## src/rtl/wb_arbiter2_pkg.sv

```systemverilog
// Shared Wishbone widths, arbiter state encoding and the default watchdog read data.
package wb_arbiter2_pkg;
  localparam int WB_ADR_W = 32;
  localparam int WB_DAT_W = 32;
  localparam int WB_SEL_W = 4;

  localparam logic [WB_DAT_W-1:0] WB_TIMEOUT_DATA = 32'hDEAD_BEEF;

  typedef enum logic [1:0] {
    IDLE = 2'd0,
    GNT0 = 2'd1,
    GNT1 = 2'd2
  } arb_state_e;
endpackage

```

## src/rtl/wb_watchdog.sv

```systemverilog
// Bus-timeout watchdog: counts unacknowledged strobe cycles of the granted master and
// completes the beat itself when the slave stays silent for TIMEOUT_CYCLES cycles.
module wb_watchdog #(
  parameter int TIMEOUT_CYCLES = 255
) (
  input  logic       sys_clk,
  input  logic       sys_rst_n,
  input  logic       granted,
  input  logic       stb,
  input  logic       s_ack,
  output logic       wd_ack,
  output logic       timeout_o,
  output logic [7:0] timeout_cnt_o
);
  localparam logic [15:0] LAST = 16'(TIMEOUT_CYCLES - 1);

  logic [15:0] cnt;
  logic        fire_q;

  always_ff @(posedge sys_clk or negedge sys_rst_n) begin
    if (!sys_rst_n) begin
      cnt           <= '0;
      fire_q        <= 1'b0;
      timeout_cnt_o <= '0;
    end else begin
      // The fire cycle counts as a completion, so the next beat starts from zero.
      if (!granted || !stb || s_ack || fire_q || cnt == LAST)
        cnt <= '0;
      else
        cnt <= cnt + 16'd1;
      fire_q <= granted && stb && !s_ack && !fire_q && (cnt == LAST);
      if (timeout_o && timeout_cnt_o != 8'hFF)
        timeout_cnt_o <= timeout_cnt_o + 8'd1;
    end
  end

  assign wd_ack    = fire_q && granted;
  // A slave ack landing on the fire cycle wins and suppresses the pulse.
  assign timeout_o = wd_ack && !s_ack;
endmodule

```

## src/rtl/wb_arbiter2.sv

```systemverilog
// Two-master round-robin Wishbone arbiter with whole-cycle bus lock; m0 is the CPU,
// m1 the JTAG debug master. Hung slave beats are completed by wb_watchdog.
module wb_arbiter2
  import wb_arbiter2_pkg::*;
#(
  parameter int                   TIMEOUT_CYCLES = 255,
  parameter logic [WB_DAT_W-1:0] TIMEOUT_DATA   = WB_TIMEOUT_DATA
) (
  input  logic                sys_clk,
  input  logic                sys_rst_n,
  input  logic [WB_ADR_W-1:0] m0_adr_i,
  input  logic [WB_DAT_W-1:0] m0_dat_i,
  input  logic [WB_SEL_W-1:0] m0_sel_i,
  input  logic                m0_cyc_i,
  input  logic                m0_stb_i,
  input  logic                m0_we_i,
  output logic [WB_DAT_W-1:0] m0_dat_o,
  output logic                m0_ack_o,
  input  logic [WB_ADR_W-1:0] m1_adr_i,
  input  logic [WB_DAT_W-1:0] m1_dat_i,
  input  logic [WB_SEL_W-1:0] m1_sel_i,
  input  logic                m1_cyc_i,
  input  logic                m1_stb_i,
  input  logic                m1_we_i,
  output logic [WB_DAT_W-1:0] m1_dat_o,
  output logic                m1_ack_o,
  output logic [WB_ADR_W-1:0] s_adr_o,
  output logic [WB_DAT_W-1:0] s_dat_o,
  output logic [WB_SEL_W-1:0] s_sel_o,
  output logic                s_cyc_o,
  output logic                s_stb_o,
  output logic                s_we_o,
  input  logic [WB_DAT_W-1:0] s_dat_i,
  input  logic                s_ack_i,
  output logic                timeout_o,
  output logic [7:0]          timeout_cnt_o
);
  arb_state_e state, state_nxt;
  logic       last_grant, last_grant_nxt;
  logic       granted, gnt_stb, wd_ack;

  always_ff @(posedge sys_clk or negedge sys_rst_n) begin
    if (!sys_rst_n) begin
      state      <= IDLE;
      last_grant <= 1'b1;
    end else begin
      state      <= state_nxt;
      last_grant <= last_grant_nxt;
    end
  end

  // Ties go to the master that did not hold the previous tenure.
  always_comb begin
    state_nxt      = state;
    last_grant_nxt = last_grant;
    case (state)
      IDLE: begin
        if (m0_cyc_i && (!m1_cyc_i || last_grant)) begin
          state_nxt      = GNT0;
          last_grant_nxt = 1'b0;
        end else if (m1_cyc_i) begin
          state_nxt      = GNT1;
          last_grant_nxt = 1'b1;
        end
      end
      GNT0:    if (!m0_cyc_i) state_nxt = IDLE;
      GNT1:    if (!m1_cyc_i) state_nxt = IDLE;
      default: state_nxt = IDLE;
    endcase
  end

  assign granted = (state == GNT0 && m0_cyc_i) || (state == GNT1 && m1_cyc_i);
  assign gnt_stb = (state == GNT0) ? m0_stb_i : (state == GNT1) ? m1_stb_i : 1'b0;

  wb_watchdog #(
    .TIMEOUT_CYCLES (TIMEOUT_CYCLES)
  ) u_watchdog (
    .sys_clk       (sys_clk),
    .sys_rst_n     (sys_rst_n),
    .granted       (granted),
    .stb           (gnt_stb),
    .s_ack         (s_ack_i),
    .wd_ack        (wd_ack),
    .timeout_o     (timeout_o),
    .timeout_cnt_o (timeout_cnt_o)
  );

  // Slave-side mux; s_cyc_o follows the owner's cyc so an abort frees the bus at once.
  always_comb begin
    s_adr_o  = '0;
    s_dat_o  = '0;
    s_sel_o  = '0;
    s_cyc_o  = 1'b0;
    s_stb_o  = 1'b0;
    s_we_o   = 1'b0;
    m0_dat_o = '0;
    m0_ack_o = 1'b0;
    m1_dat_o = '0;
    m1_ack_o = 1'b0;
    case (state)
      GNT0: begin
        s_adr_o  = m0_adr_i;
        s_dat_o  = m0_dat_i;
        s_sel_o  = m0_sel_i;
        s_cyc_o  = m0_cyc_i;
        s_stb_o  = m0_stb_i && !wd_ack;
        s_we_o   = m0_we_i;
        m0_ack_o = s_ack_i || wd_ack;
        m0_dat_o = timeout_o ? TIMEOUT_DATA : s_dat_i;
      end
      GNT1: begin
        s_adr_o  = m1_adr_i;
        s_dat_o  = m1_dat_i;
        s_sel_o  = m1_sel_i;
        s_cyc_o  = m1_cyc_i;
        s_stb_o  = m1_stb_i && !wd_ack;
        s_we_o   = m1_we_i;
        m1_ack_o = s_ack_i || wd_ack;
        m1_dat_o = timeout_o ? TIMEOUT_DATA : s_dat_i;
      end
      default: ;
    endcase
  end
endmodule

```

## config.mk

```make
export PLATFORM = sky130hd
export DESIGN_NAME = wb_arbiter2
export DESIGN_NICKNAME = d
export VERILOG_FILES = /design/src/rtl/wb_arbiter2_pkg.sv /design/src/rtl/wb_watchdog.sv /design/src/rtl/wb_arbiter2.sv
export SDC_FILE = /design/constraint.sdc
export NUM_CORES = 1
export LEC_CHECK = 0
export CORE_AREA = 2 2 125 127
export CTS_CLUSTER_SIZE = 8
export DETAILED_ROUTE_END_ITERATION = 16
export DIE_AREA = 0 0 127 129
export PLACE_DENSITY = 0.69
export REMOVE_ABC_BUFFERS = 1
export SLEW_MARGIN = 20
export SYNTH_ARGS = -nofsm -noshare
export SYNTH_HDL_FRONTEND = slang
export SYNTH_SLANG_ARGS = --single-unit
```

## constraint.sdc

```tcl
create_clock -name sys_clk -period 3 [get_ports sys_clk]
set_input_delay 0.3 -clock sys_clk [delete_from_list [all_inputs] [get_ports sys_clk]]
set_output_delay 0.3 -clock sys_clk [all_outputs]
set_load 0.05 [all_outputs]
```

==> results of run 1 <==
metrics by stage:
step                worst slack (ns)  cell area, sq um  total power [W]
global route                 0.08207              7764         0.006236
floorplan                    -0.9210              2934         0.003068
finish                        0.2118              7764         0.005992
global placement              0.4860              7659         0.005560
CTS                           0.2079              7764         0.006031
detailed placement            0.4343              7659         0.005617
state kept, by name, summed over array words and instances (netlist names):
name and count:
last_grant 1, u_watchdog.timeout_cnt_o 8, u_watchdog.cnt 16, u_watchdog.fire_q 1, state 2
placed cells by master, fill, tap and decap left out, types with 2 or more instances in the layout:
master and count:
nor2_1 20, xor2_1 8, a21oi_1 3, inv_1 7, dfrtp_1 27, clkbuf_16 3, a22oi_1 70, and3_1 18
nor3_1 4, o21ai_0 5, clkdlybuf4s50_1 190, nand2_1 10, mux2_2 2, nand3_1 9, nand4_1 9, nor2b_1 71
and4_4 2, mux2_4 2, nor4_1 5, buf_12 121, xnor2_1 10, o21a_1 48, ha_1 5, buf_4 20
cell families (layout without fill, tap and decap cells):
kind of cell,after synthesis,count (layout),synth area share [%]
AO/OA/AOI/OAI,132,132,31.64
XOR/XNOR,18,18,5.072
adder cells (fa/ha/maj),7,7,2.818
buffers and inverters,46,343,6.643
flip-flops,28,28,22.58
multiplexers,4,4,1.691
AND/OR/NAND/NOR,156,156,29.55
power by group:
| part | switching [W] | internal, W |
|---|---|---|
| Clock | 0.000130 | 0.000266 |
| Combinational | 0.00287 | 0.00231 |
| Sequential | 0.0000199 | 0.000401 |
| Total | 0.00302 | 0.00298 |
worst reg2reg max path: stages, from the launching register on:
cell	delay [ns]
dfrtp_1	0.42
inv_1	0.15
ha_4	0.30
a22o_4	0.25
nand2_8	0.11
inv_4	0.42
and4_4	0.31
mux2_4	0.29
routing by layer:
metal / part of all wire (%) / up-vias
met1: 39 / 2057
met4: 1.0 / 0
met3: 10 / 15
met5: 0 / -
met2: 49 / 181
li1: - / 2014
final timing paths:
kind | from | to | slack, ns | cells after the start
max in group asynchronous | sys_rst_n | last_grant | 2.30 | 2
min in group sys_clk | u_watchdog.cnt[0] | u_watchdog.cnt[0] | 0.51 | 1
worst min-delay path | sys_rst_n | u_watchdog.cnt[1] | 0.40 | 2
worst max-delay path | state[0] | s_dat_o[28] | 0.21 | 6
worst max register to register | state[0] | u_watchdog.timeout_cnt_o[6] | 0.64 | 7
worst min register to register | u_watchdog.cnt[0] | u_watchdog.cnt[0] | 0.51 | 1
area by class of cell:
class                           instances  area (sq um)
Fill cell                            1345          7213
Timing Repair Buffer                  331          4474
Clock buffer                            3         75.07
Inverter                                8         32.53
Tap cell                              188         235.2
Clock inverter                          1         30.03
Multi-Input combinational cell        317          2215
Sequential cell                        28         701.9
==> run summary, run 1 <==
Synth Register Bits: 28
core area: 0.01498 sq mm
critical setup path kind: reg2out
# Max-Cap Violations: 0
Synth cell types: 40
Slew Limit Fails: 0
FMAX: 0.3587 GHz
DR iter-0 viols: 214
die height: 129 um
GRT overflow: 0
setup_tns: 0 ns
Slew @ Worst Pin: 0.6529 ns
Starting Density: 20.75%
nets: 873
Post-Syn Instances: 391
crit path time final: 2.788 ns
YS warnings: 0
Synth Cell Area: 0.003108 sq mm
Clock Pin Slew Worst Setup and Hold Paths: 0.07 ns
vias in the first global route: 4147
final hold viol count: 0
M3 GR Usage: 7.235%
crit end category: output port
largest stage delay on the critical path: 0.59 ns
met1 GRT Util: 23.20%
CP top delay family: buffers and inverters
wire per inst: 19.56 um
HPWL after DPL: 13.93 mm
Clock Latency Late Sink: 0.27 ns
routed wire length: 17.13 mm
largest net degree at the start of global routing: 73
gr usage total: 19.03%
CP cell instances: inv_1 > ha_4 > buf_4 > a22oi_1 > nor2b_1 > buf_12
Worst Path Arrival: 2.49 ns
global-route wire length before repair: 24.45 mm
synth cell count leaders: nor2b_1 (71), a22oi_1 (70), o21a_1 (48)
routing usage on met2: 32.80%
relative slew slack: 56.47%
post-synthesis sequential area ratio: 22.58%
initial antenna violation count: 0
status: finished, final reports clean
Area growth syn-to-layout: 149.8%
Peak VDD IR: 0.0003845 V
die area: 0.01638 sq mm
DRC Markers: 0
GRT busiest layer: met2
async set-reset flop share out of synthesis: 100.0%
clock buffer depth: 2
top-area cell type share of the netlist area: 21.74%
top cell type by total area after synthesis: dfrtp_1
Root Driver: clkbuf_16
H-tree depth: 1
CTS tree: yes
Pwr Density: 771.7 mW/mm^2
EDFF count, synth: 0
startpoint types: flop
Hold Worst Slack: 0.4044 ns
I/O pin count: 323
# rows: 45
final setup fails: 0
DR vias/cell: 4.871
Core Util, Final: 51.84%
vias after detailed routing: 4267
Die W: 127 um
largest fanout on the critical path: 61
Final Skew: 0.004007 ns
share of cells above drive strength 1: 22.82%
clock buffer count from CTS: 3
top-count cell post-synth: nor2b_1
Hold/Removal Path Class: in2async
Port-buffer cells: 322
largest cells by area after synthesis: dfrtp_1 (22%), a22oi_1 (17%), nor2b_1 (14%)
Post-synth top flop: dfrtp_1
Pre-antenna DRT Iters: 4
# hold bufs at CTS: 0
Critical path buffers and inverters: 3
Post-Layout Cell Count: 876
RSZ-0062 raised after global routing: no
required time of the critical path: 2.70 ns
post-CTS setup buffers: 0
post-CTS resize count: 0
Final GP Congestion: 0.8540
post-route clock period utilization: 92.94%
n_diodes: 0
placed insts: 872
Final ANT Viol Nets: 0
Critical Path Slowest Stage Cell: buf_4
Sink Count: 28
Syn Area/Cell: 7.949 sq um
Lkg Pwr: 2.958 nW
Power figures use the tool's default switching activity.
==> run 2: changes to the inputs <==
--- a/config.mk
+++ b/config.mk
@@ -5,13 +5,14 @@
 export SDC_FILE = /design/constraint.sdc
 export NUM_CORES = 1
 export LEC_CHECK = 0
-export CORE_AREA = 2 2 125 127
+export CORE_AREA = 2 2 124 126
 export CTS_CLUSTER_SIZE = 8
 export DETAILED_ROUTE_END_ITERATION = 16
-export DIE_AREA = 0 0 127 129
-export PLACE_DENSITY = 0.69
+export DIE_AREA = 0 0 126 128
+export PLACE_DENSITY = 0.72
 export REMOVE_ABC_BUFFERS = 1
 export SLEW_MARGIN = 20
 export SYNTH_ARGS = -nofsm -noshare
 export SYNTH_HDL_FRONTEND = slang
+export SYNTH_HIERARCHICAL = 1
 export SYNTH_SLANG_ARGS = --single-unit
==> run 2 against run 1 <==
  * Synthesized area rose by 8.4%
  * Fmax rose by 0.51%
  * Sequential share of layout area fell by 0.21 points
  * Total power rose by 8.2%
  * Combinational power rose by 9.3%
  * Register-to-register slack improved by 0.02 ns
  * Cell count fell by 0.11%
==> run summary, run 2 <==
DR vias/cell: 4.781
FMAX: 0.3605 GHz
Peak VDD IR: 0.0006581 V
Top reg by flops: u_watchdog/cnt
Pwr Density: 815.5 mW/mm^2
H-tree depth: 1
largest net degree at the start of global routing: 98
Synth Cell Area: 0.003369 sq mm
Core Util, Final: 53.46%
FILL cells: 1278
DRC Markers: 0
Pre-antenna DRT Iters: 4
DR iter-0 viols: 196
required time of the critical path: 2.70 ns
top cell type by total area after synthesis: dfrtp_1
max reg flops: 16
vias after detailed routing: 4183
Post-Layout Cell Count: 875
Final Skew: 0.004976 ns
critical setup path kind: reg2out
post-CTS setup buffers: 0
# hold bufs at CTS: 0
YS warnings: 6
Setup crit start: state[0]
Final GP Congestion: 0.9692
# rows: 45
RSZ-0062 raised after global routing: no
most common cell after layout, fill and taps aside: clkdlybuf4s50_1
RR Startpoint: state[0]
GRT overflow: 0
largest cells by area after synthesis: dfrtp_1 (20%), nor2b_1 (13%), a22oi_2 (12%)
Slew @ Worst Pin: 0.6211 ns
Die W: 126 um
status: finished, final reports clean
CTS tree: yes
relative slew slack: 58.59%
die height: 128 um
clock buffer count from CTS: 3
Synth Register Bits: 28
I/O pin count: 323
placed insts: 870
top-area cell type share of the netlist area: 20.05%
initial antenna violation count: 3
synth cell count leaders: nor2b_1 (69), o21a_1 (50), a22oi_1 (38)
vias in the first global route: 4214
Design Area, Final: 0.007946 sq mm
Starting Density: 22.67%
Sink Count: 28
Worst Path Arrival: 2.47 ns
largest fanout on the critical path: 17
final hold viol count: 0
final setup fails: 0
clock buffer depth: 2
EDFF count, synth: 0
share of cells above drive strength 1: 28.86%
placed cell areas: 0.007839 sq mm
crit end category: output port
Port-buffer cells: 322
HPWL after DPL: 14.52 mm
post-CTS resize count: 0
gr usage total: 20.37%
setup_tns: 0 ns
die area: 0.01613 sq mm
Hold/Removal Path Class: in2async
Synth cell types: 50
Final ANT Viol Nets: 0
Clock Pin Slew Worst Setup and Hold Paths: 0.07 ns
# Max-Cap Violations: 0
top-count cell post-synth: nor2b_1
commonest cells after routing, fill and taps aside: clkdlybuf4s50_1 (184), buf_12 (123), nor2b_1 (69)
Lkg Pwr: 2.941 nW
startpoint types: flop
Pwr Total: 0.006480 W
top flop regs: u_watchdog/cnt x16, u_watchdog/timeout_cnt_o x8, state x2
nets: 871
Root Driver: clkbuf_16
global-route wire length before repair: 25.53 mm
wire per inst: 20.19 um
post-route clock period utilization: 92.47%
post-synthesis sequential area ratio: 20.83%
async set-reset flop share out of synthesis: 100.0%
Slew Limit Fails: 0
Area growth syn-to-layout: 135.8%
routed wire length: 17.66 mm
Clock Latency Late Sink: 0.27 ns
Post-synth top flop: dfrtp_1
crit path time final: 2.774 ns
core area: 0.01486 sq mm
Syn Area/Cell: 8.640 sq um
Post-Syn Instances: 390
==> run 2: changes by cell type in the layout (fill, tap and decap cells not counted), sizes merged, moves of 3 or more <==
cell / before / now
clkdlybuf4s50: 190 / 184
and2: 1 / 18
nor2: 20 / 17
a31oi: 1 / 4
a21oi: 3 / 7
buf: 141 / 145
and3: 18 / 2
nand2: 11 / 8
==> run 2: metal layers <==
metal	GRT usage, %	share of wire (%)
met5	0	0.062
met4	4.525	1.4
met3	4.299	7.2
met2	37.19	53
met1	24.57	38
==> run 2: cell families (layout without fill, tap and decap cells) <==
family	Yosys count	after routing	synth area share (%)
xor gates and xnor gates	16	16	4.159
DFF	28	28	20.83
and+or+nand+nor	151	151	27.70
muxes	3	3	0.9654
buffers and inverters	47	343	8.874
AOI/OAI and AO/OA	138	138	34.87
adders and majority gates	7	7	2.599
other	0	1	0
==> run 2: path summary, 6_finish.rpt <==
| kind | to | cells past startpoint | slack [ns] |
|---|---|---|---|
| min in group sys_clk | u_watchdog/timeout_cnt_o[0] | 1 | 0.52 |
| max | m0_dat_o[20] | 8 | 0.23 |
| min | u_watchdog/fire_q | 2 | 0.40 |
| max in group asynchronous | last_grant | 2 | 2.30 |
| max reg2reg | u_watchdog/timeout_cnt_o[7] | 8 | 0.66 |
| min reg2reg | u_watchdog/timeout_cnt_o[0] | 1 | 0.52 |
==> run 2: cell type report <==
type / instances / area [sq um] / share of cell area, %
flip-flops and latches: 28 / 701.9 / 8.833
well taps: 188 / 235.2 / 2.960
diodes: 1 / 2.502 / 0.03149
inverters: 10 / 37.54 / 0.4724
clock buffers: 3 / 75.07 / 0.9447
multi-input cells: 315 / 2395 / 30.14
clock inverters: 1 / 30.03 / 0.3779
repair buffers: 329 / 4469 / 56.24
==> run 2: critical path, cell delays in order, from the launching register on <==
cell and delay [ns]:
dfrtp_1 0.40, inv_1 0.13, ha_1 0.30, a22oi_4 0.18
inv_2 0.10, and3b_2 0.34, and2b_4 0.37, and2_1 0.17
buf_4 0.20
==> run 2: per-stage QoR <==
stage               hold slack (ns)  worst slack (ns)
floorplan                  0.004409            -2.361
global placement             0.5072            0.5636
detailed placement           0.5159            0.4746
CTS                          0.4154            0.2519
global route                 0.4324            0.1419
finish                       0.4043            0.2258
==> run 2: report_power, final <==
part / total [W] / internal [W] / switching, W
Clock: 0.000400 / 0.000266 / 0.000133
Combinational: 0.00566 / 0.00251 / 0.00314
Sequential: 0.000423 / 0.000401 / 0.0000218
Total: 0.00648 / 0.00318 / 0.00330
